`config.mk`:
```
export PLATFORM = sky130hd
export DESIGN_NAME = lenet_frame_scheduler
export DESIGN_NICKNAME = d
export VERILOG_FILES = /design/src/rtl/lenet_frame_scheduler.sv
export SDC_FILE = /design/constraint.sdc
export NUM_CORES = 1
export LEC_CHECK = 0
export CAP_MARGIN = 15
export CORE_MARGIN = 2
export CORE_UTILIZATION = 35
export CTS_BUF_LIST = sky130_fd_sc_hd__clkbuf_2 sky130_fd_sc_hd__clkbuf_4 sky130_fd_sc_hd__clkbuf_8
export DETAILED_ROUTE_END_ITERATION = 8
export PLACE_DENSITY_LB_ADDON = 0.15
export SLEW_MARGIN = 10
export SYNTH_ARGS = -nofsm -noshare
export SYNTH_HDL_FRONTEND = slang
export SYNTH_SLANG_ARGS = --single-unit
```
`constraint.sdc`:
```
create_clock -name clk25 -period 5.1 [get_ports clk25]
set_clock_uncertainty 0.1 [all_clocks]
set_input_delay 0.51 -clock clk25 [delete_from_list [all_inputs] [get_ports clk25]]
set_output_delay 0.51 -clock clk25 [all_outputs]
set_load 0.01 [all_outputs]
```
`src/rtl/lenet_frame_scheduler.sv`:
```
// Frame scheduler for the LeNet capture path: arms the pixel core for one frame,
// launches the accelerator once the buffer is full, latches the class and enforces gap/timeout.
module lenet_frame_scheduler #(
    parameter int unsigned GAP_FRAMES = 2,
    parameter int unsigned TIMEOUT    = 1_000_000,
    parameter int unsigned TO_W       = $clog2(TIMEOUT + 1)
) (
    input  logic       clk25,
    input  logic       rst_n,
    input  logic       trig,
    input  logic       auto_en,
    input  logic       frame_sync,
    input  logic       data_ready,
    input  logic       lenet_done,
    input  logic [3:0] lenet_class,
    output logic       lenet_signal,
    output logic       lenet_start,
    output logic [3:0] result,
    output logic       result_valid,
    output logic       busy,
    output logic       timeout_err,
    output logic       sync_err
);

    localparam int unsigned GW = (GAP_FRAMES > 1) ? $clog2(GAP_FRAMES) : 1;

    typedef enum logic [2:0] {
        S_IDLE,
        S_ARM,
        S_CAPTURE,
        S_START,
        S_RUN,
        S_GAP
    } state_t;

    state_t          state_q, state_d;
    logic [TO_W-1:0] to_cnt_q, to_cnt_d;
    logic [GW-1:0]   gap_cnt_q, gap_cnt_d;
    logic [3:0]      result_q, result_d;
    logic            result_valid_q, result_valid_d;
    logic            timeout_err_q, timeout_err_d;
    logic            sync_err_q, sync_err_d;
    logic            lenet_signal_q, lenet_start_q, busy_q;

    // State, counters and registered outputs; strobes decode from the next state.
    always_ff @(posedge clk25 or negedge rst_n) begin
        if (!rst_n) begin
            state_q        <= S_IDLE;
            to_cnt_q       <= '0;
            gap_cnt_q      <= '0;
            result_q       <= '0;
            result_valid_q <= 1'b0;
            timeout_err_q  <= 1'b0;
            sync_err_q     <= 1'b0;
            lenet_signal_q <= 1'b0;
            lenet_start_q  <= 1'b0;
            busy_q         <= 1'b0;
        end else begin
            state_q        <= state_d;
            to_cnt_q       <= to_cnt_d;
            gap_cnt_q      <= gap_cnt_d;
            result_q       <= result_d;
            result_valid_q <= result_valid_d;
            timeout_err_q  <= timeout_err_d;
            sync_err_q     <= sync_err_d;
            lenet_signal_q <= (state_d == S_ARM) || (state_d == S_CAPTURE);
            lenet_start_q  <= (state_d == S_START);
            busy_q         <= (state_d != S_IDLE);
        end
    end

    always_comb begin
        state_d        = state_q;
        to_cnt_d       = to_cnt_q;
        gap_cnt_d      = gap_cnt_q;
        result_d       = result_q;
        result_valid_d = result_valid_q;
        timeout_err_d  = timeout_err_q;
        sync_err_d     = sync_err_q;
        case (state_q)
            S_IDLE: begin
                if (trig || auto_en) begin
                    state_d        = S_ARM;
                    result_valid_d = 1'b0;
                    timeout_err_d  = 1'b0;
                    sync_err_d     = 1'b0;
                end
            end
            S_ARM: begin
                if (frame_sync) state_d = S_CAPTURE;
            end
            S_CAPTURE: begin
                // A wrap before the buffer completes means the frame was lost.
                if (data_ready) begin
                    state_d = S_START;
                end else if (frame_sync) begin
                    sync_err_d = 1'b1;
                    gap_cnt_d  = '0;
                    state_d    = S_GAP;
                end
            end
            S_START: begin
                to_cnt_d = '0;
                state_d  = S_RUN;
            end
            S_RUN: begin
                to_cnt_d = to_cnt_q + TO_W'(1);
                if (lenet_done) begin
                    result_d       = lenet_class;
                    result_valid_d = 1'b1;
                    gap_cnt_d      = '0;
                    state_d        = S_GAP;
                end else if (to_cnt_q == TO_W'(TIMEOUT - 1)) begin
                    timeout_err_d = 1'b1;
                    gap_cnt_d     = '0;
                    state_d       = S_GAP;
                end
            end
            S_GAP: begin
                if (GAP_FRAMES == 0) begin
                    state_d = S_IDLE;
                end else if (frame_sync) begin
                    if (gap_cnt_q == GW'(GAP_FRAMES - 1)) state_d = S_IDLE;
                    else gap_cnt_d = gap_cnt_q + GW'(1);
                end
            end
            default: state_d = S_IDLE;
        endcase
    end

    assign lenet_signal = lenet_signal_q;
    assign lenet_start  = lenet_start_q;
    assign result       = result_q;
    assign result_valid = result_valid_q;
    assign busy         = busy_q;
    assign timeout_err  = timeout_err_q;
    assign sync_err     = sync_err_q;

endmodule

```
==> flow_summary.yaml <==
worst_hold_path:
  worstHoldPathType: "reg -> reg"
  holdPathStages: 2
  min-delay-start: "timeout_err"
floorplan:
  dieWidth_um: 73.8
  start_util: 0.361
  core_area_sq_mm: 0.00472
  rows: 25
  dieArea_sq_mm: 0.00545
  pin_count: 21
  die_h_um: 73.8
drt:
  drc: 0
  via_per_inst: 5.28
  antenna_left: 0
  first_pass_iters: 4
  num_vias: 1389
  drtIter0Drc: 69
  wl_per_cell_um: 13.8
  wl_um: 3640
global_routing:
  grt_max_degree: 35
  gr-total-overflow: 0
  gr-usage-all-layers: 0.151
  grt_pass1_wl_um: 6170
  grt_pass1_vias: 1311
  grt_antenna_before_repair: 0
cells_and_area:
  seq_area_sq_um: 851
  drive_gt1_frac: 0.0867
  layout.nets: 207
  synthToLayoutAreaGrowth_pct: 22.1
  multi_input_area_sq_um: 795
  final_area_sq_mm: 0.00208
  nFillCells: 465
  n_antenna_cell: 0
sta:
  max_freq_mhz: 502
  fin_crit_ns: 1.99
  tightest_slew_ns: 0.593
  maxSlewHeadroom: 0.604
  fin_setup_tns_ns: 0
  fin_crit_sh: 0.391
  grt_setup_unrepaired: "false"
  slew_viol_final: 0
  finalHoldViolations: 0
  setup_viol: 0
pwr:
  peakVddDrop_uv: 165
  total_leakage_power_nw: 0.840
  powerDensity_mw_per_mm2: 449
  internal_power_w: 0.000621
  combPwrFrac: 0.309
  switching_share: 0.337
  sequentialPowerShare: 0.422
  p_clk_frac: 0.269
  p_switching_w: 0.000316
logic_synthesis:
  avgSynthCellArea_sq_um: 9.75
  synth_cell_types: 45
  synth-async-reset-ratio: 1.00
  ys_seq_area_frac: 0.499
  synth_nets: 187
  synth_edf_count: 0
  syn_area_sq_mm: 0.00171
  synth_flop_cell: "dfrtp_1"
  synth_warnings: 0
  syn_inst: 175
  ys_seq_elements: 34
cts:
  cts_tree: "built"
  post_cts_resized: 0
  clkSinkCount: 34
  cts_buffers: 5
  clockBufferDepth: 2
  path_clk_slew_ns: 0.08
  postCtsSetupBuffers: 0
  clock_latency_ns: 0.29
  htree_levels: 2
  ctsHoldBuffers: 0
  root_buffer: "clkbuf_8"
placed_design:
  place.gp.congestion: 0.851
  place_area_sq_mm: 0.00197
  io_buffers: 20
  post-dp-hpwl_um: 2550
worst_setup_path:
  worstSetupEndpointType: "flop"
  slowest_stage: "dfrtp_1"
  cp-start-kind: "flop"
  arrival_ns: 2.11
  cpPeakStageDelay_ns: 0.55
  rrSetupSlack_ns: 3.11
  reg2reg_from: "state_q[0]"
  ff2ff_path_depth: 4
  path_depth: 4
  crit_buf_inv: 0
  required_ns: 5.21
  crit_chain: "and4bb_2, nand4_2, nor4_1, mux2i_1"
  cp_max_fo: 17
  startpoint: "state_q[0]"
  crit_family: "simple AND/OR/NAND/NOR gates"
  critPathKind: "reg -> reg"
job:
  maxCapViolCount: 0
outcome:
  run_status: "complete, no violations"
[synth_stat cells, types with 4 or more instances]
master,number,area [sq um]
dfrtp_1,34,851
mux2_2,4,45.0
mux2i_1,5,50.1
nand3_1,9,45.0
o211ai_1,4,30.0
nand2_1,20,75.1
inv_1,7,26.3
nor2_1,6,22.5
clkbuf_1,7,26.3
nor3b_1,4,30.0
a21oi_1,8,40.0
nor3_1,4,20.0
o21ai_0,13,65.1
nand4_1,7,43.8
[worst register-to-register path, cell delays in order, from the launching register on]
cell	delay (ns)
dfrtp_1	0.55
and4bb_2	0.40
nand4_2	0.24
nor4_1	0.40
mux2i_1	0.23
[logic make-up after synthesis]
logic type | Yosys count | share of synthesized area
AO/OA/AOI/OAI | 42 | 0.158
AND/OR/NAND/NOR | 72 | 0.239
XOR/XNOR | 1 | 0.00513
multiplexers | 9 | 0.0557
adder cells (fa/ha/maj) | 1 | 0.00733
flip-flops | 34 | 0.499
buffers and inverters | 16 | 0.0359
[placed cells by master, fill, tap and decap left out, drive strengths merged, types with 3 or more instances in the layout]
master,instances
clkbuf,5
and2,3
mux2,4
nand4,8
nor2,6
nor3,4
mux2i,5
o211ai,4
inv,7
nand2,20
or4,3
a21oi,8
nor2b,3
nor3b,4
o31ai,3
dfrtp,34
clkdlybuf4s50,20
o21ai,13
nand3,9
nor4,3
[layout make-up]
| type | count | area share |
|---|---|---|
| Clock buffer | 5 | 0.0330 |
| Clock inverter | 3 | 0.0216 |
| Inverter | 7 | 0.0126 |
| Multi-Input combinational cell | 125 | 0.381 |
| Sequential cell | 34 | 0.408 |
| Tap cell | 67 | 0.0402 |
| Timing Repair Buffer | 22 | 0.103 |
[state kept, by name, summed over array words and instances, names as in the netlist]
name	flops
busy	1
gap_cnt_q	1
lenet_signal	1
lenet_start	1
result	4
result_valid	1
state_q	3
sync_err	1
timeout_err	1
to_cnt_q	20
[per-stage QoR]
stage,setup slack [ns],power [W],hold WS [ns],cells,util
floorplan,3.30,0.000571,0.114,175,-
global placement,3.04,0.000685,0.367,255,0.417
detailed placement,2.98,0.000694,0.381,255,0.417
CTS,3.09,0.000950,0.400,263,0.441
global route,2.90,0.00100,0.423,263,0.441
finish,3.11,0.000937,0.393,263,0.441
[power by group through the flow]
stage	Sequential, W	Combinational [W]	Clock [W]
after floorplan	0.000378	0.000192	0
after global placement	0.000399	0.000287	0
final	0.000395	0.000289	0.000252
after detailed placement	0.000401	0.000293	0
after global routing	0.000409	0.000324	0.000269
after CTS	0.000396	0.000294	0.000261
[path summary, 6_finish.rpt]
check                               end
max                        to_cnt_q[19]
min                         timeout_err
max reg2reg                to_cnt_q[19]
min reg2reg                 timeout_err
max in group asynchronous  to_cnt_q[10]
min in group asynchronous   to_cnt_q[0]
[routing by layer]
layer / global-route usage / routed length (um) / share of wire / vias to the layer above
li1: - / - / - / 690
met1: 0.199 / 1790 / 0.49 / 674
met2: 0.231 / 1630 / 0.45 / 19
met3: 0.0494 / 162 / 0.045 / 6
met4: 0.0545 / 58 / 0.016 / 0
met5: 0 / 0 / 0 / -
Note: power is estimated with default switching activity, not from simulation.
